==> config.mk <==
export PLATFORM = sky130hd
export DESIGN_NAME = uart_result_tx
export DESIGN_NICKNAME = d
export VERILOG_FILES = /design/src/rtl/uart_result_tx.sv
export SDC_FILE = /design/constraint.sdc
export NUM_CORES = 1
export LEC_CHECK = 0
export ABC_AREA = 1
export BUFFER_PORTS_ARGS = -buffer_cell sky130_fd_sc_hd__buf_2
export CAP_MARGIN = 20
export CORE_MARGIN = 2
export CORE_UTILIZATION = 42
export DETAILED_ROUTE_END_ITERATION = 8
export HOLD_SLACK_MARGIN = 0.15
export PLACE_DENSITY = 0.66
export SETUP_SLACK_MARGIN = 0.15
export SYNTH_ARGS = -nofsm -noshare
export SYNTH_HDL_FRONTEND = slang
export SYNTH_SLANG_ARGS = --single-unit
export TNS_END_PERCENT = 1
==> constraint.sdc <==
create_clock -name clk -period 1.3 [get_ports clk]
set_input_delay 0.065 -clock clk [delete_from_list [all_inputs] [get_ports clk]]
set_output_delay 0.065 -clock clk [all_outputs]
set_load 0.02 [all_outputs]
==> src/rtl/uart_result_tx.sv <==
// Result framer for the UART TX core.
// Sends header, result and XOR checksum per result, with one pending slot.
module uart_result_tx #(
    parameter int                    NB_DATA  = 8,
    parameter int                    NB_OP    = 6,
    parameter logic [NB_OP-1:0]      TYPE_RES = 6'b000100,
    parameter int                    NB_CNT   = 8
) (
    input  logic               clk,
    input  logic               i_rst_n,
    input  logic               i_valid,
    input  logic [NB_DATA-1:0] i_result,
    input  logic               i_tx_done,
    output logic [NB_DATA-1:0] o_tx_data,
    output logic               o_tx_start,
    output logic               o_busy,
    output logic               o_overflow,
    output logic [NB_CNT-1:0]  o_frames
);

    localparam logic [NB_DATA-1:0] HDR =
        {{(NB_DATA-NB_OP){1'b0}}, TYPE_RES};

    typedef enum logic [1:0] {
        S_IDLE,
        S_SEND,
        S_WAIT
    } state_e;

    state_e             state_q;
    logic [1:0]         idx_q;
    logic [NB_DATA-1:0] active_q;
    logic [NB_DATA-1:0] pend_q;
    logic               pend_vld_q;
    logic [NB_DATA-1:0] tx_data_q;
    logic               tx_start_q;
    logic               busy_q;
    logic               ovf_q;
    logic [NB_CNT-1:0]  frames_q;

    logic [1:0]         idx_d;
    logic [NB_CNT-1:0]  frames_d;
    logic               last_done;
    logic               in_frame;

    function automatic logic [NB_DATA-1:0] frame_byte(
        input logic [1:0]         idx,
        input logic [NB_DATA-1:0] res
    );
        logic [NB_DATA-1:0] b;
        unique case (idx)
            2'd0:    b = HDR;
            2'd1:    b = res;
            default: b = HDR ^ res;
        endcase
        return b;
    endfunction

    assign idx_d     = idx_q + 2'd1;
    assign frames_d  = frames_q + NB_CNT'(1);
    assign in_frame  = (state_q != S_IDLE);
    assign last_done = (state_q == S_WAIT) && i_tx_done && (idx_q == 2'd2);

    always_ff @(posedge clk) begin
        if (!i_rst_n) begin
            state_q    <= S_IDLE;
            idx_q      <= 2'd0;
            active_q   <= '0;
            pend_q     <= '0;
            pend_vld_q <= 1'b0;
            tx_data_q  <= '0;
            tx_start_q <= 1'b0;
            busy_q     <= 1'b0;
            ovf_q      <= 1'b0;
            frames_q   <= '0;
        end else begin
            unique case (state_q)
                S_IDLE: begin
                    if (i_valid) begin
                        active_q   <= i_result;
                        idx_q      <= 2'd0;
                        tx_data_q  <= HDR;
                        tx_start_q <= 1'b1;
                        busy_q     <= 1'b1;
                        state_q    <= S_SEND;
                    end
                end
                S_SEND: begin
                    tx_start_q <= 1'b0;
                    state_q    <= S_WAIT;
                end
                S_WAIT: begin
                    if (i_tx_done && idx_q != 2'd2) begin
                        idx_q      <= idx_d;
                        tx_data_q  <= frame_byte(idx_d, active_q);
                        tx_start_q <= 1'b1;
                        state_q    <= S_SEND;
                    end else if (last_done) begin
                        frames_q <= frames_d;
                        idx_q    <= 2'd0;
                        if (pend_vld_q) begin
                            // Pending drains while a same-cycle result refills it
                            active_q   <= pend_q;
                            pend_vld_q <= i_valid;
                            if (i_valid) begin
                                pend_q <= i_result;
                            end
                            tx_data_q  <= HDR;
                            tx_start_q <= 1'b1;
                            state_q    <= S_SEND;
                        end else if (i_valid) begin
                            active_q   <= i_result;
                            tx_data_q  <= HDR;
                            tx_start_q <= 1'b1;
                            state_q    <= S_SEND;
                        end else begin
                            busy_q  <= 1'b0;
                            state_q <= S_IDLE;
                        end
                    end
                end
                default: begin
                    tx_start_q <= 1'b0;
                    busy_q     <= 1'b0;
                    state_q    <= S_IDLE;
                end
            endcase

            if (in_frame && !last_done && i_valid) begin
                if (!pend_vld_q) begin
                    pend_q     <= i_result;
                    pend_vld_q <= 1'b1;
                end else begin
                    ovf_q <= 1'b1;
                end
            end
        end
    end

    assign o_tx_data  = tx_data_q;
    assign o_tx_start = tx_start_q;
    assign o_busy     = busy_q;
    assign o_overflow = ovf_q;
    assign o_frames   = frames_q;

endmodule

==> results of run 1 <==
==> timing repair <==
action	4_1_cts	5_1_grt
endpoints found under the setup margin	36	39
buffers inserted	1	0
hold buffers	9	0
gates cloned	2	0
hold endpoints to repair	10	0
gates resized for setup	48	13
pin swaps	42	12
==> cell usage in the layout (no fill, tap or decap), drive strengths merged <==
cell / instances
a21oi: 34
buf: 49
bufinv: 1
clkbuf: 5
clkinv: 1
clkinvlp: 1
dfxtp: 40
dlygate4sd3: 9
ha: 4
inv: 34
nand2: 88
nand3: 40
nand4: 4
nor2: 34
nor3: 2
o21ai: 23
xor2: 1
==> cell type report <==
type                    instances  area, µm²
fillers                       446       1827
multi-input cells             230       1388
flip-flops and latches         40      813.3
repair buffers                 58      399.1
inverters                      34      132.6
well taps                      67      83.83
clock buffers                   5      68.82
clock inverters                 3      42.54
==> power by group through the flow <==
stage	Combinational, mW	Clock, mW	Sequential, mW
2_1_floorplan	0.281	0	1.36
3_3_place_gp	0.420	0	1.35
3_5_place_dp	0.426	0	1.35
4_1_cts	0.506	1.06	1.32
5_1_grt	0.585	1.12	1.33
6_report	0.525	1.03	1.32
==> metrics by stage <==
| stage | instances | power (mW) | setup TNS (ps) | utilization |
|---|---|---|---|---|
| floorplan | 313 | 1.640 | 0 | - |
| global placement | 417 | 1.773 | -150.1 | 0.5218 |
| detailed placement | 417 | 1.778 | -394.7 | 0.5218 |
| CTS | 437 | 2.889 | -0.4063 | 0.6071 |
| global route | 437 | 3.037 | -1462 | 0.6158 |
| finish | 437 | 2.882 | 0 | 0.6158 |
==> critical path, stage by stage, from the launching register on <==
cell,delay [ps]
dfxtp_2,350
inv_4,50
ha_4,160
nand2_4,100
inv_4,60
nand2_8,100
nand3_4,150
a21oi_2,170
nor2_1,50
==> flip-flops by register name, indices dropped and copies added, names as in the netlist <==
name,cells
active_q,8
o_frames,8
o_tx_data,8
pend_q,8
idx_q,2
state_q,2
o_busy,1
o_overflow,1
o_tx_start,1
pend_vld_q,1
==> logic make-up after synthesis <==
| kind of cell | Yosys count |
|---|---|
| AND/OR/NAND/NOR | 166 |
| AO/OA/AOI/OAI | 57 |
| buffers and inverters | 45 |
| flip-flops | 40 |
| adder cells (fa/ha/maj) | 4 |
| XOR/XNOR | 1 |
==> final timing paths <==
path,slack [ps],end,cells after the start
worst max-delay path,2,pend_q[3]$_SDFF_PN0_,8
worst min-delay path,230,o_tx_start$_SDFFE_PN0N_,5
worst max register to register,2,pend_q[3]$_SDFF_PN0_,8
worst min register to register,460,o_overflow$_SDFFE_PN0P_,2
==> routing by layer <==
layer,GRT usage,routed length (µm)
met3,0.04878,215
met5,0,0
met2,0.3363,2537
met1,0.2826,2509
met4,0.06746,68
==> metrics.cfg, run 1 <==
[status]
outcome=finished clean

[yosys]
synth-seq-cells=40
ys_dominant_reg_cell=dfxtp_1
yosysUniqueCellTypes=23
synthAdderAreaFrac=0.02397
synthSimpleGateAreaFrac=0.3601
yosysTopAreaCellShare=0.3835
yosysWarnings=0
yosysTopAreaCell=dfxtp_1
synth_compound_area_frac=0.1384
syn_area_per_cell_um2=6.672
yosysMostFrequentCell=nand2_1
synth_common_cells=84 x nand2_1, 40 x dfxtp_1, 36 x nand3_1
ys_seq_area_frac=0.3835
synthTopCellsByArea=dfxtp_1 38%, nand2_1 15%, nand3_1 8.6%
synthXorXnorAreaFrac=0.004194
syn_area_um2=2088
synth_edf_count=0
synthMuxAreaShare=0
syn_inst=313
synth_top_family_by_area=simple AND/OR/NAND/NOR gates
async_reset_ff_frac=0
syn_nets=329

[timing]
finalHoldViolCount=0
setup_ws_ps=1.612
slew_headroom=0.8046
finalCritPeriodShare=0.9988
finalSetupViolCount=0
rsz0062_at_grt=yes
fmax_mhz=770.2
holdWs_ps=231.7
skew_ps=5.493
worst-slew-pin-transition_ps=293.1
final_max_slew_viol_count=0
min_period_ps=1298

[die]
die-area_um2=5552
core-area_um2=4755
die_y_um=74.51
start_util=0.4392
rows=25
die_x_um=74.51
io_pins=31

[power_and_ir_drop]
power_frac_comb=0.182
p_leak_nw=1.265
peakVddDrop_v=0.0006000
p_int_mw=2.056
switching_share=0.2865
clkPwrFrac=0.359
p_seq_frac=0.459
power.switching_uw=825.7
power_per_cell_area_nw_per_um2=984.3

[cts]
cts_buffers=5
root_buffer=clkbuf_8
cts-htree-levels=2
cts_sinks=40
clk_pin_slew_ps=80
cts_buffer_depth=2
cts_tree=yes
clock_latency_ps=300

[grt]
overflow=0
grt_pass1_wl_um=9190
grt_max_degree=23
grt_usage=0.2108
antenna_found_initial=0
grt_pass1_vias=2003

[route]
wirelength_um=5330
drc_errors=0
postRouteAntennaNets=0
viasPerCell=5.000
num_vias=2185
drt_iter0_drc=135
wl_per_cell_um=12.20
firstDrtPassIters=4

[run]
max_cap_violations=0

[critical_path]
setup.worst_path.start=idx_q[0]$_SDFFE_PN0P_
crit_fanout=8
cp-end-kind=flip-flop
r2r_start=idx_q[0]$_SDFFE_PN0P_
startpoint_type=flip-flop
arrival_ps=1490
required_ps=1500
path_class=flip-flop to flip-flop

[final_layout]
stdcell_area_um2=2928
drive_above_1_share=0.3459
final_nets=385
num_antenna_cells=0
area_growth_pct=40.20

[placement]
port_buffers=30
place_congestion=0.8110
dpl_cell_area_um2=2481
pre_cts_ws_ps=-62.50
place_hpwl_um=3419

[hold_path]
min_from=i_valid
worstHoldPathType=input port to flip-flop

No activity file was read; power rests on OpenSTA's default activity.
==> run 2, diff against run 1 <==
RECOVER_POWER = 25   (was unset)
==> run 2 against run 1 <==
Effect of this change:
- cell count is the same
- clock-buffer cell count unchanged
- via count rose by 0.14%
- global-route usage did not move
- critical path depth unchanged
- the run now ends with negative setup slack left
==> metrics.cfg, run 2 (synthesized netlist as in run 1, its figures left out) <==
[critical_path]
setup.worst_path.start=idx_q[0]$_SDFFE_PN0P_
required_ps=1490  ; about the same
path_cells=inv_4 -> ha_4 -> nand2_4 -> inv_4 -> nand2_8 -> nand3_4 -> a21oi_2 -> nor2_1
path_common_cell=inv_4
startpoint_type=flip-flop
cp_top_family=simple AND/OR/NAND/NOR gates
path_class=flip-flop to flip-flop
arrival_ps=1490  ; about the same
reg2reg_depth=8  ; unchanged
crit_fanout=8  ; unchanged
slowest_delay_ps=350  ; about the same
r2r_end=pend_q[3]$_SDFF_PN0_
reg2reg_slack_ps=-0.7  ; about the same
r2r_start=idx_q[0]$_SDFFE_PN0P_
cp.buffers_inverters=2  ; unchanged
slowest_stage=dfxtp_2
path_depth=8  ; unchanged
crit_end=pend_q[3]$_SDFF_PN0_
cp-end-kind=flip-flop

[timing]
fin_setup_tns_ps=-0.7222  ; -0.7222 ps
finalCritPeriodShare=1.001  ; +0.001796
slew_headroom=0.8002  ; -0.004413
final_max_slew_viol_count=0  ; unchanged
rsz0062_at_grt=yes
worst-slew-pin-transition_ps=299.7  ; +6.618 ps
finalHoldViolCount=0  ; unchanged
setup_ws_ps=-0.7222  ; -2.334 ps
finalSetupViolCount=1  ; +1
skew_ps=6.182  ; +0.6888 ps
holdWs_ps=229.9  ; -1.800 ps
min_period_ps=1301  ; +2.334 ps
fmax_mhz=768.8  ; -0.18%

[die]
start_util=0.4392  ; unchanged
die_y_um=74.51  ; unchanged
die-area_um2=5552  ; unchanged
rows=25  ; unchanged
core-area_um2=4755  ; unchanged
die_x_um=74.51  ; unchanged
io_pins=31  ; unchanged

[run]
max_cap_violations=0  ; unchanged

[status]
outcome=finished with violations
violations=negative setup slack

[final_layout]
final_common_cell=nand2_1
final_cell_mix=80 x nand2_1, 36 x dfxtp_1, 29 x inv_1
num_antenna_cells=0  ; unchanged
fill_cells=451  ; +1.1%
fin_cells=437  ; unchanged
area_growth_pct=39.72
register_area_um2=813.3  ; unchanged
drive_above_1_share=0.3243  ; -0.02162
final_nets=385  ; unchanged
multi_input_area_um2=1388  ; unchanged

[route]
firstDrtPassIters=4  ; unchanged
viasPerCell=5.007  ; +0.14%
num_vias=2188  ; +0.14%
wirelength_um=5317  ; -0.24%
postRouteAntennaNets=0  ; unchanged
drc_errors=0  ; unchanged
wl_per_cell_um=12.17  ; -0.24%
drt_iter0_drc=145  ; +7.4%

[power_and_ir_drop]
power_per_cell_area_nw_per_um2=987.9  ; +0.36%
peakVddDrop_v=0.0005988  ; -0.20%
clkPwrFrac=0.360  ; about the same
switching_share=0.2873  ; +0.0008160
p_seq_frac=0.459  ; about the same
power_frac_comb=0.181  ; about the same
power.switching_uw=828.1  ; +0.30%
p_leak_nw=1.231  ; -2.7%
p_int_mw=2.054  ; about the same

[grt]
grt_pass1_wl_um=9190  ; unchanged
grt_max_degree=23  ; unchanged
grt_usage=0.2108  ; unchanged
grt_pass1_vias=2003  ; unchanged
overflow=0  ; unchanged
antenna_found_initial=0  ; unchanged

[cts]
cts-htree-levels=2  ; unchanged
cts_buffer_depth=2  ; unchanged
cts_sinks=40  ; unchanged
cts_tree=yes
clock_latency_ps=300  ; about the same
clk_pin_slew_ps=90  ; about the same
cts_buffers=5  ; unchanged
root_buffer=clkbuf_8

[placement]
place_congestion=0.8110  ; unchanged
placedCellCount=417  ; unchanged
port_buffers=30  ; unchanged
place_hpwl_um=3419  ; unchanged

[hold_path]
min_from=i_tx_done
worstHoldPathType=input port to flip-flop

run 2: changes by cell type in the layout (fill, tap and decap cells not counted):
cell / delta
buf_2: -8
clkbuf_1: +8
run 2: through the flow:
stage          instance area [µm²]  power, mW  setup WS (ps)    util
6_report                      2918      2.882        -0.7222  0.6137
5_1_grt                       2918      3.035         -124.3  0.6137
4_1_cts                       2887      2.889        -0.4063  0.6071
3_5_place_dp                  2481      1.778         -62.50  0.5218
3_3_place_gp                  2481      1.773         -28.75  0.5218
2_1_floorplan                 2175      1.640          31.83       -
run 2: final cells by class:
| cell class | count | share of cell area |
|---|---|---|
| Clock inverter | 3 | 0.01458 |
| Multi-Input combinational cell | 230 | 0.4756 |
| Sequential cell | 40 | 0.2787 |
| Clock buffer | 5 | 0.02358 |
| Timing Repair Buffer | 58 | 0.1334 |
| Tap cell | 67 | 0.02873 |
| Inverter | 34 | 0.04545 |
run 2: power groups by stage:
stage	logic [mW]	registers [mW]	clock network, mW
floorplan	0.281	1.36	0
detailed placement	0.426	1.35	0
global placement	0.420	1.35	0
finish	0.523	1.32	1.04
global route	0.582	1.33	1.12
CTS	0.506	1.32	1.06
run 2: repair_timing:
action | 4_1_cts | 5_1_grt
setup buffers | 1 | 0
hold buffers | 9 | 0
pin swaps | 42 | 12
endpoints found under the setup margin | 36 | 39
cloned | 2 | 0
hold endpoints to repair | 10 | 0
gates resized for setup | 48 | 13
run 2: per-layer routing:
| layer | GRT usage | share of wire |
|---|---|---|
| met1 | 0.2826 | 0.47 |
| met2 | 0.3363 | 0.48 |
| met3 | 0.04878 | 0.039 |
| met4 | 0.06746 | 0.013 |
| met5 | 0 | 0 |
run 2: worst register-to-register path, stage by stage (launching register included):
cell and delay [ps]:
dfxtp_2 350, inv_4 50, ha_4 160, nand2_4 100, inv_4 60, nand2_8 100
nand3_4 150, a21oi_2 180, nor2_1 50
run 2: worst min-delay path by stage:
stage | end | depth (start not counted)
2_1_floorplan | pend_q[0]$_SDFF_PN0_ | 2
3_3_place_gp | pend_q[5]$_SDFF_PN0_ | 3
3_5_place_dp | pend_q[1]$_SDFF_PN0_ | 3
4_1_cts | o_tx_start$_SDFFE_PN0N_ | 5
5_1_grt | state_q[1]$_SDFFE_PN0P_ | 5
6_report | idx_q[1]$_SDFFE_PN0P_ | 5
==> run 3, diff against run 2 <==
CORE_UTILIZATION = 40   (was 42)
PLACE_DENSITY = 0.64   (was 0.66)
==> run 3 against run 2 <==
Effect of this change:
- the run still ends with negative setup slack left
- hold slack lost 18 ps
- first-iteration DRC count shrank 46%
- worst setup slack lost 18 ps
- register-to-register slack lost 20 ps
- via count shrank 0.37%
- clock skew shrank 1.5 ps
- largest cell class unchanged
- sequential share of layout area grew 0.41 points
- cell count grew 0.92%
- critical path depth shrank 1
- cell area shrank 1.8%
- non-clock buffer count grew 1
- utilization shrank 4.9 points
==> metrics.cfg, run 3 (synthesized netlist as in run 1, its figures left out) <==
[critical_path]
cp-end-kind=flip-flop
path_class=flip-flop to flip-flop
arrival_ps=1520  ; +30 ps
slowest_stage=dfxtp_2
cp_top_family=simple AND/OR/NAND/NOR gates
r2r_start=idx_q[0]$_SDFFE_PN0P_
path_cells=inv_4 -> ha_4 -> nand2_4 -> nor2_4 -> nand3_4 -> a21oi_2 -> nor2_1
slowest_delay_ps=340  ; about the same
crit_fanout=8  ; unchanged
required_ps=1500  ; about the same
startpoint_type=flip-flop
r2r_end=pend_q[1]$_SDFF_PN0_
reg2reg_slack_ps=-20  ; -20 ps
reg2reg_depth=7  ; -1
cp.buffers_inverters=1  ; -1

[cts]
root_buffer=clkbuf_8
clk_pin_slew_ps=80  ; about the same
cts-htree-levels=2  ; unchanged
cts_tree=yes
cts_sinks=40  ; unchanged
clock_latency_ps=300  ; about the same
cts_buffers=5  ; unchanged
cts_buffer_depth=2  ; unchanged

[die]
rows=26  ; +4.0%
core-area_um2=5075  ; +6.7%
die_y_um=76.26  ; +2.3%
io_pins=31  ; unchanged
die_x_um=76.26  ; +2.3%
die-area_um2=5815  ; +4.7%
start_util=0.4115  ; -0.02772

[final_layout]
post-route-util=0.5648  ; -0.04884
stdcell_area_um2=2867  ; -1.8%
area_growth_pct=37.27
fin_cells=441  ; +0.92%
final_common_cell=nand2_1
final_cell_mix=81 x nand2_1, 34 x dfxtp_1, 28 x inv_1
drive_above_1_share=0.2749  ; -0.04939
final_nets=386  ; +0.26%
num_antenna_cells=0  ; unchanged

[grt]
grt_usage=0.1887  ; -0.02207
grt_max_degree=23  ; unchanged
grt_pass1_vias=1939  ; -3.2%
overflow=0  ; unchanged
grt_pass1_wl_um=8990  ; -2.2%
antenna_found_initial=0  ; unchanged

[placement]
place_hpwl_um=3464  ; +1.3%
pre_cts_ws_ps=-39.40  ; +23.10 ps
place_congestion=0.7884  ; -2.8%
placedCellCount=421  ; +0.96%
dpl_cell_area_um2=2492  ; +0.45%
port_buffers=30  ; unchanged

[route]
wirelength_um=5328  ; +0.21%
wl_per_cell_um=12.08  ; -0.70%
num_vias=2180  ; -0.37%
firstDrtPassIters=4  ; unchanged
postRouteAntennaNets=0  ; unchanged
viasPerCell=4.943  ; -1.3%
drt_iter0_drc=78  ; -46%
drc_errors=0  ; unchanged

[status]
violations=negative setup slack
outcome=finished with violations

[run]
max_cap_violations=0  ; unchanged

[timing]
fin_setup_tns_ps=-23.10  ; -22.38 ps
rsz0062_at_grt=yes
fmax_mhz=758.3  ; -1.4%
finalSetupViolCount=2  ; +1
holdWs_ps=212.0  ; -17.89 ps
setup_ws_ps=-18.70  ; -17.98 ps
worst-slew-pin-transition_ps=277.7  ; -21.96 ps
min_period_ps=1319  ; +17.98 ps
finalHoldViolCount=0  ; unchanged
skew_ps=4.688  ; -1.494 ps
slew_headroom=0.8146  ; +0.01444
final_max_slew_viol_count=0  ; unchanged
finalCritPeriodShare=1.014  ; +0.01383

[hold_path]
min_from=i_valid
hold_end=o_tx_start$_SDFFE_PN0N_
whs_path_depth=5  ; unchanged
worstHoldPathType=input port to flip-flop

[power_and_ir_drop]
power_mw=2.966  ; +2.9%
power_per_cell_area_nw_per_um2=1035  ; +4.7%
p_leak_nw=1.225  ; -0.55%
peakVddDrop_v=0.0005833  ; -2.6%

## run 3: cell type report
type / instances / area (µm²)
Clock buffer: 7 / 96.34
Clock inverter: 1 / 30.03
Fill cell: 510 / 2208
Inverter: 34 / 132.6
Multi-Input combinational cell: 230 / 1306
Sequential cell: 40 / 810.8
Tap cell: 70 / 87.58
Timing Repair Buffer: 59 / 402.9
## run 3: power breakdown
group / internal (mW) / switching, mW
registers: 1.28 / 0.0422
logic: 0.203 / 0.305
clock network: 0.678 / 0.455
## run 3: worst register-to-register path: cells and delay by family (launching register included)
family / cells / cell delay, ps
AND/OR/NAND/NOR: 4 / 490
flip-flops: 1 / 340
AO/OA/AOI/OAI: 1 / 190
adder cells (fa/ha/maj): 1 / 130
buffers and inverters: 1 / 60
## run 3: how the worst max path moves through the flow
stage,slack (ps),start,cells past startpoint,end
2_1_floorplan,30,idx_q[0]$_SDFFE_PN0P_,9,pend_q[0]$_SDFF_PN0_
3_3_place_gp,-30,idx_q[1]$_SDFFE_PN0P_,6,o_tx_data[7]$_SDFFE_PN0P_
3_5_place_dp,-40,idx_q[0]$_SDFFE_PN0P_,8,pend_q[1]$_SDFF_PN0_
4_1_cts,-20,idx_q[0]$_SDFFE_PN0P_,7,pend_q[1]$_SDFF_PN0_
5_1_grt,-70,idx_q[0]$_SDFFE_PN0P_,7,o_tx_data[0]$_SDFFE_PN0P_
6_report,-20,idx_q[0]$_SDFFE_PN0P_,7,pend_q[1]$_SDFF_PN0_
## run 3: what timing repair did
action	CTS	global route
buffers inserted	1	0
resized for setup	31	16
pin swaps	42	23
endpoints found under the setup margin	36	39
hold buffers	9	0
cloned	2	0
endpoints found under the hold margin	9	0
## run 3: layer usage
layer	share of wire	vias up	track usage
li1	-	1135	-
met1	0.47	991	0.2456
met2	0.48	44	0.3124
met3	0.036	10	0.02962
met4	0.015	0	0.07636
met5	0	-	0
